### config.mk
export PLATFORM = sky130hd
export DESIGN_NAME = bnn_init_seq
export DESIGN_NICKNAME = d
export VERILOG_FILES = /design/src/rtl/bnn_pkg.sv /design/src/rtl/bnn_init_seq.sv
export SDC_FILE = /design/constraint.sdc
export NUM_CORES = 1
export LEC_CHECK = 0
export ABC_AREA = 0
export CORE_MARGIN = 2
export CORE_UTILIZATION = 50
export DETAILED_ROUTE_END_ITERATION = 16
export HOLD_SLACK_MARGIN = 0.1
export PLACE_DENSITY = 0.72
export SLEW_MARGIN = 20
export SYNTH_ARGS = -nofsm -noshare
export SYNTH_HDL_FRONTEND = slang
export SYNTH_SLANG_ARGS = --single-unit
### constraint.sdc
create_clock -name clk -period 3.8 [get_ports clk]
set_input_delay 0.57 -clock clk [delete_from_list [all_inputs] [get_ports clk]]
set_output_delay 0.57 -clock clk [all_outputs]
set_load 0.05 [all_outputs]
### src/rtl/bnn_pkg.sv
// -----------------------------------------------------------------------------
// bnn_pkg
// Shared definitions for the BNN accelerator init sequencer:
//   - bnn_state_e : sequencer FSM state encoding
//   - *_DEF       : default sizing of the init sequence
//   - max_int     : elaboration-time helper for width derivation
// -----------------------------------------------------------------------------
package bnn_pkg;

   typedef enum logic [1:0] {
      ST_HOLD    = 2'd0,
      ST_CLEAR   = 2'd1,
      ST_RELEASE = 2'd2,
      ST_DONE    = 2'd3
   } bnn_state_e;

   localparam int HOLD_CYCLES_DEF = 4;
   localparam int MEM_DEPTH_DEF   = 98;
   localparam int N_STAGES_DEF    = 3;

   function automatic int max_int(input int a, input int b);
      return (a > b) ? a : b;
   endfunction

endpackage

### src/rtl/bnn_init_seq.sv
// -----------------------------------------------------------------------------
// bnn_init_seq
// Post-reset initialisation sequencer for the BNN datapath. After reset it
// holds everything in reset for HOLD_CYCLES, zero-fills the activation buffer
// (MEM_DEPTH words), then releases N_STAGES downstream stage resets one per
// cycle in order and flags completion. soft_init re-runs the sequence once
// the previous one has completed.
//
// Ports
//   clk          in   system clock, all state on rising edge
//   rst_n        in   async active-low reset (already synchronised upstream)
//   soft_init    in   re-run request, honoured only in DONE
//   clr_we       out  zero-write enable into the activation buffer
//   clr_addr     out  address of the word being cleared (0 when clr_we=0)
//   stage_rst_n  out  active-low per-stage resets, bit 0 released first
//   init_done    out  high once the whole sequence has completed
//
// state      | meaning
// -----------+--------------------------------------------------------------
// ST_HOLD    | all outputs held in reset for HOLD_CYCLES edges
// ST_CLEAR   | clr_we high, clr_addr sweeping 0..MEM_DEPTH-1
// ST_RELEASE | stage resets released one per edge, r_cnt = next stage index
// ST_DONE    | all stages out of reset, init_done high, waits for soft_init
// -----------------------------------------------------------------------------
module bnn_init_seq
   import bnn_pkg::*;
#(
   parameter int  HOLD_CYCLES = HOLD_CYCLES_DEF,
   parameter int  MEM_DEPTH   = MEM_DEPTH_DEF,
   parameter int  N_STAGES    = N_STAGES_DEF,
   localparam int ADDR_W      = max_int(1, $clog2(MEM_DEPTH))
)(
   input  logic                clk,
   input  logic                rst_n,
   input  logic                soft_init,
   output logic                clr_we,
   output logic [ADDR_W-1:0]   clr_addr,
   output logic [N_STAGES-1:0] stage_rst_n,
   output logic                init_done
);

   // One counter is shared by all phases, so it must hold the largest
   // terminal value of any of them.
   localparam int CNT_W = max_int(1, $clog2(max_int(HOLD_CYCLES,
                                            max_int(MEM_DEPTH, N_STAGES))));

   localparam logic [CNT_W-1:0] HOLD_TC  = CNT_W'(HOLD_CYCLES - 1);
   localparam logic [CNT_W-1:0] CLEAR_TC = CNT_W'(MEM_DEPTH - 1);
   localparam logic [CNT_W-1:0] REL_TC   = CNT_W'(N_STAGES - 1);
   localparam logic [CNT_W-1:0] CNT_ONE  = CNT_W'(1);
   localparam logic [ADDR_W-1:0] ADDR_ONE = ADDR_W'(1);

   bnn_state_e            r_state;
   logic [CNT_W-1:0]      r_cnt;
   logic                  r_clr_we;
   logic [ADDR_W-1:0]     r_clr_addr;
   logic [N_STAGES-1:0]   r_stage_rst_n;
   logic                  r_init_done;

   logic [N_STAGES-1:0]   w_stage_sel;

   // One-hot select of the stage being released this edge in ST_RELEASE.
   always_comb begin
      w_stage_sel = '0;
      for (int i = 0; i < N_STAGES; i++) begin
         if (r_cnt == CNT_W'(i)) begin
            w_stage_sel[i] = 1'b1;
         end
      end
   end

   always_ff @(posedge clk or negedge rst_n) begin
      if (!rst_n) begin
         r_state       <= ST_HOLD;
         r_cnt         <= '0;
         r_clr_we      <= 1'b0;
         r_clr_addr    <= '0;
         r_stage_rst_n <= '0;
         r_init_done   <= 1'b0;
      end else begin
         case (r_state)
            ST_HOLD: begin
               if (r_cnt == HOLD_TC) begin
                  r_state    <= ST_CLEAR;
                  r_cnt      <= '0;
                  r_clr_we   <= 1'b1;
                  r_clr_addr <= '0;
               end else begin
                  r_cnt <= r_cnt + CNT_ONE;
               end
            end

            ST_CLEAR: begin
               if (r_cnt == CLEAR_TC) begin
                  // Last word written on the previous cycle; stage 0 comes
                  // out of reset on the same edge clr_we drops.
                  r_clr_we         <= 1'b0;
                  r_clr_addr       <= '0;
                  r_stage_rst_n[0] <= 1'b1;
                  if (N_STAGES == 1) begin
                     r_state     <= ST_DONE;
                     r_init_done <= 1'b1;
                     r_cnt       <= '0;
                  end else begin
                     r_state <= ST_RELEASE;
                     r_cnt   <= CNT_ONE;
                  end
               end else begin
                  r_cnt      <= r_cnt + CNT_ONE;
                  r_clr_addr <= r_clr_addr + ADDR_ONE;
               end
            end

            ST_RELEASE: begin
               r_stage_rst_n <= r_stage_rst_n | w_stage_sel;
               if (r_cnt == REL_TC) begin
                  r_state     <= ST_DONE;
                  r_init_done <= 1'b1;
                  r_cnt       <= '0;
               end else begin
                  r_cnt <= r_cnt + CNT_ONE;
               end
            end

            ST_DONE: begin
               if (soft_init) begin
                  r_state       <= ST_HOLD;
                  r_cnt         <= '0;
                  r_stage_rst_n <= '0;
                  r_init_done   <= 1'b0;
               end
            end

            default: begin
               r_state <= ST_HOLD;
               r_cnt   <= '0;
            end
         endcase
      end
   end

   assign clr_we      = r_clr_we;
   assign clr_addr    = r_clr_addr;
   assign stage_rst_n = r_stage_rst_n;
   assign init_done   = r_init_done;

endmodule

==> key figures, run 1 <==
Final layout
  – Layout cell share with drive strength beyond 1: 6.92%
  – Most frequent cells in the layout: 21 x dfrtp_1, 14 x nand2_1, 13 x clkdlybuf4s50_1, 11 x o21ai_0, 10 x ha_1
  – # diodes: 0
  – Most common cell after layout, fill and taps aside: dfrtp_1
  – Layout area overhead: 12.8%
  – Design area: 1550 µm²
  – Final nets: 173
  – Final Instance Count excl. Fillers: 189
  – Fillers: 210

Drt
  – Vias: 1129
  – Vias per std cell: 5.97
  – Drt total wl: 2640 µm
  – Initial DRT Pass Iterations: 5
  – DRC: 0
  – Drt wl/cell: 14.0 µm
  – 1st-iter DRT viols: 47
  – Routed Antenna Nets: 0

Worst setup path
  – Reg2Reg Setup Slack: 1.57 ns
  – Critical Path Start Type: register
  – Critical path depth: 4
  – Reg2reg path depth: 4
  – Crit Path Max Fanout: 9
  – CP delay by family, top: simple AND/OR/NAND/NOR gates
  – Critical path class: register to register
  – Worst r2r src: r_cnt[4]
  – Max stage delay cell, worst path: nor4_2
  – Crit-path cells: nor4_2, nand2_1, a2111oi_4, mux2_1
  – Reg-to-Reg End: r_state[1]
  – Crit path DAT: 2.44 ns
  – Worst path max stage delay: 0.66 ns
  – Crit path from: r_cnt[4]
  – Crit path required time: 4.01 ns
  – CP Capture Type: register
  – WP buf/inv: 0

Power and ir drop
  – Peak supply drop: 0.000177 V
  – P per Cell Area: 221 nW/µm²
  – Final Power: 342 µW
  – Leak: 0.645 nW

CTS
  – CTS max path bufs: 2
  – H-tree depth: 1
  – Post-CTS Setup Repair Bufs: 0
  – Clock latency on the worst-skew pair: 0.31 ns
  – CTS tree: built
  – Resized Gates After CTS: 0
  – Clock slew at reported path FFs: 0.12 ns
  – CTS root buffer: clkbuf_4
  – Sink Count: 21
  – CTS Hold Bufs: 0
  – Num CTS Buffers: 3

Placed design
  – Number of I/O port buffers: 14
  – GPL Wtd Cong: 0.761
  – Dpl cells: 185
  – Place WS: 1.36 ns
  – Detail Placement HPWL: 1970 µm
  – Post-DP Area: 1520 µm²

Yosys
  – Syn Nets: 158
  – Async SR Flop Fraction: 100%
  – EDFF count, synth: 0
  – Mapped Avg Cell Area: 9.45 µm²
  – Sequential-to-total area share from yosys stat: 38.4%
  – Yosys warning count: 0
  – Distinct cell type count after synthesis: 38
  – Synth Instances: 145
  – Mapped cell area: 1370 µm²
  – Synth Flop Type: dfrtp_1
  – #FFs+latches synth: 21

Min path
  – Worst hold path class: input pin to async pin

STA
  – Fin. Hold Viols: 0
  – Total negative setup slack: 0 ns
  – Setup violators final: 0
  – Max Slew Vio Count: 0
  – RSZ-0062 raised after global routing: false
  – Max Fclk: 448 MHz
  – Worst slew margin: 29.2%
  – Final period util: 58.8%
  – Min Clock Period, post-route: 2.23 ns
  – Worst setup margin: 1.57 ns
  – Pin slew with the least headroom to its limit: 1.06 ns
  – Clock skew: 0.00674 ns

Die
  – Placement Rows: 18
  – Area of the core: 2540 µm²
  – I/O Pins: 15
  – Full die area: 3170 µm²
  – Die outline width: 56.3 µm
  – Initial core utilization: 53.8%
  – Die Y: 56.3 µm

Global routing
  – Number of global-route vias before repair: 984
  – Pin count of the biggest net entering global routing: 22
  – Initial antenna violation count: 0
  – Grt total ovfl: 0
  – First-pass GRT wire length: 4500 µm
  – Gr usage total: 17.6%

Run
  – Max cap viols: 0

Outcome
  – Status: finished clean
==> Yosys cell counts, drive strengths merged, types with 3 or more instances <==
cell type   n  area share (%)
mux2i       3             2.2
a21oi       4             1.5
nor3        3             1.1
o22ai       4             1.8
dfrtp      21              38
nor2        9             2.5
o21ai      13             4.7
nand3       6             2.2
nand2      14             3.8
inv         8             2.2
nor2b       8             3.7
o211ai      4             2.2
ha         10             9.1
a31oi       3             1.4
nand2b      4             1.8
a22o        6             3.8
==> cells by family after synthesis <==
kind of cell             count (synthesis)  share of synthesized area [%]
buffers and inverters                   12                           3.93
AND/OR/NAND/NOR                         52                           20.5
multiplexers                             5                           3.84
adder cells (fa/ha/maj)                 10                           9.13
AO/OA/AOI/OAI                           45                           24.2
flip-flops                              21                           38.4
==> report_power, final <==
group	internal, mW	switching (mW)	total (mW)
Clock	0.0410	0.0704	0.111
Combinational	0.00181	0.00520	0.00701
Sequential	0.223	0	0.223
==> worst max-delay path by stage <==
stage and endpoint:
2_1_floorplan r_state[1], 3_5_place_dp r_state[1], 3_3_place_gp r_state[1], 5_1_grt r_state[1], 6_report r_state[1], 4_1_cts r_state[1]
==> sequential cells by signal, summed over array words and instances, names as in the netlist <==
register	flops
r_cnt	7
r_state	2
clr_addr	7
clr_we	1
stage_rst_n	3
init_done	1
==> final cells by class <==
| type | count | area (µm²) | area share [%] |
|---|---|---|---|
| multi-input combinational | 112 | 791 | 51.2 |
| sequential | 21 | 526 | 34.0 |
| inverter | 8 | 30.0 | 1.94 |
| clock buffer | 4 | 26.3 | 1.70 |
| tap | 30 | 37.5 | 2.43 |
| timing repair buffer | 14 | 135 | 8.74 |
==> metal layers <==
layer / GRT usage [%] / wire length (µm) / vias up
li1: - / - / 557
met1: 25.5 / 1300 / 538
met2: 26.7 / 1220 / 30
met3: 2.30 / 101 / 4
met4: 6.46 / 21 / 0
met5: 0 / 0 / -
==> stage by stage <==
stage	hold WS (ns)	utilization, %
2_1_floorplan	0.274	-
3_3_place_gp	0.501	59.9
3_5_place_dp	0.507	59.9
4_1_cts	0.542	60.9
5_1_grt	0.246	60.7
6_report	0.187	60.7
Power figures use the tool's default switching activity.
==> run 2: changes to the inputs <==
- clock period: 3.8 -> 2.3 ns (I/O delays scaled with it)
==> run 2 against run 1 <==
Highest routed layer unchanged. Utilization grew 2.0 points. Register-to-register slack lost 1.4 ns. Critical path type unchanged. Worst hold slack gained 0.17 ns. Largest cell class unchanged.
==> key figures, run 2 (synthesized netlist as in run 1, its figures left out) <==
Outcome
  – Status: finished clean

Global routing
  – Grt total ovfl: 0
  – Initial antenna violation count: 0
  – Number of global-route vias before repair: 1139
  – Pin count of the biggest net entering global routing: 22
  – Gr usage total: 20.7%
  – First-pass GRT wire length: 5320 µm

Drt
  – Routed Antenna Nets: 0
  – Vias per std cell: 6.09
  – Drt wl/cell: 15.1 µm
  – Vias: 1188
  – Initial DRT Pass Iterations: 4
  – 1st-iter DRT viols: 39
  – DRC: 0
  – Drt total wl: 2950 µm

Worst setup path
  – CP Capture Type: register
  – Crit Path Max Fanout: 9
  – Critical path class: register to register
  – Crit path required time: 2.51 ns
  – Crit path DAT: 2.38 ns
  – Crit path from: r_cnt[2]
  – Critical Path Start Type: register
  – Max stage delay cell, worst path: or4_4
  – Crit-path cells: or4_4, o31a_4, a2111oi_4, mux2_1
  – Worst r2r src: r_cnt[2]
  – Worst path max stage delay: 0.56 ns

CTS
  – CTS Hold Bufs: 0
  – Sink Count: 21
  – Post-CTS Setup Repair Bufs: 0
  – Clock slew at reported path FFs: 0.13 ns
  – Clock latency on the worst-skew pair: 0.31 ns
  – Resized Gates After CTS: 0
  – H-tree depth: 1
  – CTS root buffer: clkbuf_4
  – CTS tree: built
  – CTS max path bufs: 2
  – Num CTS Buffers: 3

Die
  – Initial core utilization: 53.8%
  – Area of the core: 2540 µm²
  – Full die area: 3170 µm²
  – I/O Pins: 15
  – Die Y: 56.3 µm
  – Placement Rows: 18
  – Die outline width: 56.3 µm

STA
  – Pin slew with the least headroom to its limit: 0.764 ns
  – Final period util: 94.5%
  – Clock skew: 0.00155 ns
  – Min Clock Period, post-route: 2.17 ns
  – Worst setup margin: 0.127 ns
  – Fin. Hold Viols: 0
  – Max Fclk: 460 MHz
  – RSZ-0062 raised after global routing: false
  – Hold Worst Slack: 0.354 ns
  – Total negative setup slack: 0 ns
  – Worst slew margin: 48.6%
  – Max Slew Vio Count: 0
  – Setup violators final: 0

Placed design
  – Post-DP Area: 1570 µm²
  – Number of I/O port buffers: 14
  – Dpl cells: 191
  – Place WS: 0.152 ns
  – GPL Wtd Cong: 0.835
  – Detail Placement HPWL: 2180 µm

Final layout
  – Layout area overhead: 16.5%
  – # diodes: 0
  – Final Instance Count excl. Fillers: 195
  – Final nets: 179
  – Fillers: 218
  – Final core utilization: 62.7%
  – Most common cell after layout, fill and taps aside: dfrtp_1
  – Layout cell share with drive strength beyond 1: 10.3%
  – Most frequent cells in the layout: 21 x dfrtp_1, 14 x nand2_1, 14 x clkdlybuf4s50_1, 11 x o21ai_0, 10 x ha_1
  – Design area: 1600 µm²

Power and ir drop
  – P per Cell Area: 358 nW/µm²
  – Final Power: 571 µW
  – Peak supply drop: 0.000333 V
  – Leak: 0.679 nW

Min path
  – Worst hold path class: input pin to async pin

Run
  – Max cap viols: 0
==> run 2: final timing paths <==
path / depth (start not counted) / slack [ns] / end
max: 4 / 0.13 / r_state[1]
min: 2 / 0.35 / r_cnt[6]
max reg2reg: 4 / 0.13 / r_state[1]
min reg2reg: 2 / 0.54 / clr_addr[1]
max in group asynchronous: 2 / 1.73 / stage_rst_n[1]
min in group clk: 2 / 0.54 / clr_addr[1]
==> run 2: worst max-delay path: cells and delay by family (launching register included) <==
kind	cells	cell delay, ns
flops	1	0.49
mux	1	0.37
simple gates	1	0.56
compound gates	2	0.65
==> run 2: report_power, final <==
part	total [mW]	leakage [nW]	switching, mW	internal, mW
logic	0.0141	0.398	0.00909	0.00498
registers	0.369	0.263	0	0.369
clock network	0.188	0.0177	0.123	0.0650
==> run 2: layout make-up <==
class	count	area (µm²)	area share (%)
Multi-Input combinational cell	112	791	49.5
Sequential cell	21	526	32.9
Timing Repair Buffer	20	185	11.6
Tap cell	30	37.5	2.35
Inverter	8	30.0	1.88
Clock buffer	3	22.5	1.41
Clock inverter	1	5.00	0.313
==> run 2: routing by layer <==
metal,vias to the layer above,global-route usage (%),share of wire (%),wire length [µm]
met5,-,0,0,0
met4,0,5.78,0.58,17
met3,2,2.53,3.8,112
met2,34,33.3,46,1370
met1,582,29.3,49,1450
li1,570,-,-,-
==> patch (settings of run 2) <==
`MEM_DEPTH_DEF`: 98 -> 196.
--- a/src/rtl/bnn_pkg.sv
+++ b/src/rtl/bnn_pkg.sv
@@ -15,7 +15,7 @@
    } bnn_state_e;
 
    localparam int HOLD_CYCLES_DEF = 4;
-   localparam int MEM_DEPTH_DEF   = 98;
+   localparam int MEM_DEPTH_DEF   = 196;
    localparam int N_STAGES_DEF    = 3;
 
    function automatic int max_int(input int a, input int b);
Ports: changed (resized clr_addr); port bits go from 15 to 16. No check against the original RTL was run, so the function may have changed too.
==> patch against run 2 <==
Synthesized area increased by 4.5%; power increased by 6.4%; synthesized cell count decreased by 0.69%; setup slack better by 0.085 ns; routed wire length up 2.4%; die area rose by 4.2%; non-clock buffer count is 2 higher; cell area is 5.5% higher; sequential cell count rose by 2; global-route usage fell by 0.29 points; largest power group unchanged.
==> patch: results (changes against run 2) <==
worst_clock_skew_ns: 0.00402  # +0.00247 ns
port-buffer-count: 15  # +1
hold_ws_ns: 0.354  # +0.000145 ns
vias_per_cell: 5.98  # -1.8%
dp.cells: 193  # +1.0%
grt_pass1_wl_mm: 5.26  # -1.0%
netlist_top_cells_count: "dfrtp_1 (23), ha_1 (10), inv_1 (10), nand3_1 (10), nor2_1 (9)"
status: "completed"
hpwlAfterDp_mm: 2.27  # +3.8%
worstReg2RegStart: "r_cnt[3]"
reg2reg_slack_ns: 0.21  # +0.09 ns
drt_iter0_markers: 29  # -26%
nets: 180  # +0.56%
grt_pass1_vias: 1108  # -2.7%
yosys-top-cells-area: "dfrtp_1 (40%), ha_1 (8.7%), nand3_1 (3.5%), a22o_1 (3.1%), xor2_1 (3.1%)"
synth_cell_types: 41  # +7.9%
drive_gt1_share_pct: 10.8  # +0.54 points
seq_area_frac_synth_pct: 40.2  # +1.9 points
synth_fp_nets: 157  # -0.63%
synth_area_per_cell_um2: 9.94  # +5.2%
crit_arrival_ns: 2.33  # -0.05 ns
post_dp_cell_area_um2: 1660  # +5.6%
crit_path_max_incr_delay_ns: 0.54  # -0.02 ns
p_leak_nw: 0.739  # +8.8%
drt-wirelength-per-cell_um: 15.3  # +1.4%
r2r_cells: 5  # +1
stdcell_count: 197  # +1.0%
vdd_ir_drop_max_mv: 0.251  # -25%
place.gp.congestion: 0.779  # -6.8%
fillers: 242  # +11%
[patch: changes by cell type after synthesis, moves of 3 or more]
cell | run 2 | this run
nor2b_1 | 8 | 5
o21ai_0 | 11 | 8
nand4_1 | 0 | 4
nand2_1 | 14 | 5
nand2b_1 | 4 | 1
xor2_1 | 0 | 5
o211ai_1 | 4 | 0
nand3_1 | 6 | 10
[patch: worst max-delay path by stage]
stage | from | end | slack (ns) | cells after the start
floorplan | r_cnt[2] | r_state[1] | 0.29 | 5
global placement | r_cnt[3] | r_state[1] | 0.30 | 4
detailed placement | r_cnt[3] | r_state[1] | 0.23 | 4
CTS | r_cnt[3] | clr_addr[6] | 0.20 | 5
global route | r_cnt[3] | clr_addr[0] | 0.08 | 5
finish | r_cnt[3] | clr_addr[6] | 0.21 | 5
[patch: kinds of logic after synthesis]
group | synth area share [%]
mux | 2.27
xor+xnor | 3.06
compound gates | 22.5
fa+ha+maj | 8.74
simple gates | 19.5
buf+inv | 3.76
flops | 40.2
[patch: routing by layer]
layer	vias up	track usage, %	share of wire [%]
met5	-	0	0
met4	0	8.31	1.5
met3	6	2.72	3.4
met2	24	30.4	46
met1	566	29.8	49
li1	583	-	-
[patch: power by group through the flow]
stage	Clock, mW	Sequential [mW]	Combinational (mW)
detailed placement	0	0.412	0.0141
global route	0.223	0.405	0.0153
global placement	0	0.412	0.0137
finish	0.191	0.404	0.0129
CTS	0.203	0.404	0.0141
floorplan	0	0.412	0.000256
[patch: cell type report]
type	instances	share of cell area (%)
repair buffers	22	12.0
clock buffers	3	1.34
clock inverters	1	0.297
inverters	10	2.23
flip-flops and latches	23	34.2
well taps	31	2.30
multi-input cells	107	47.6
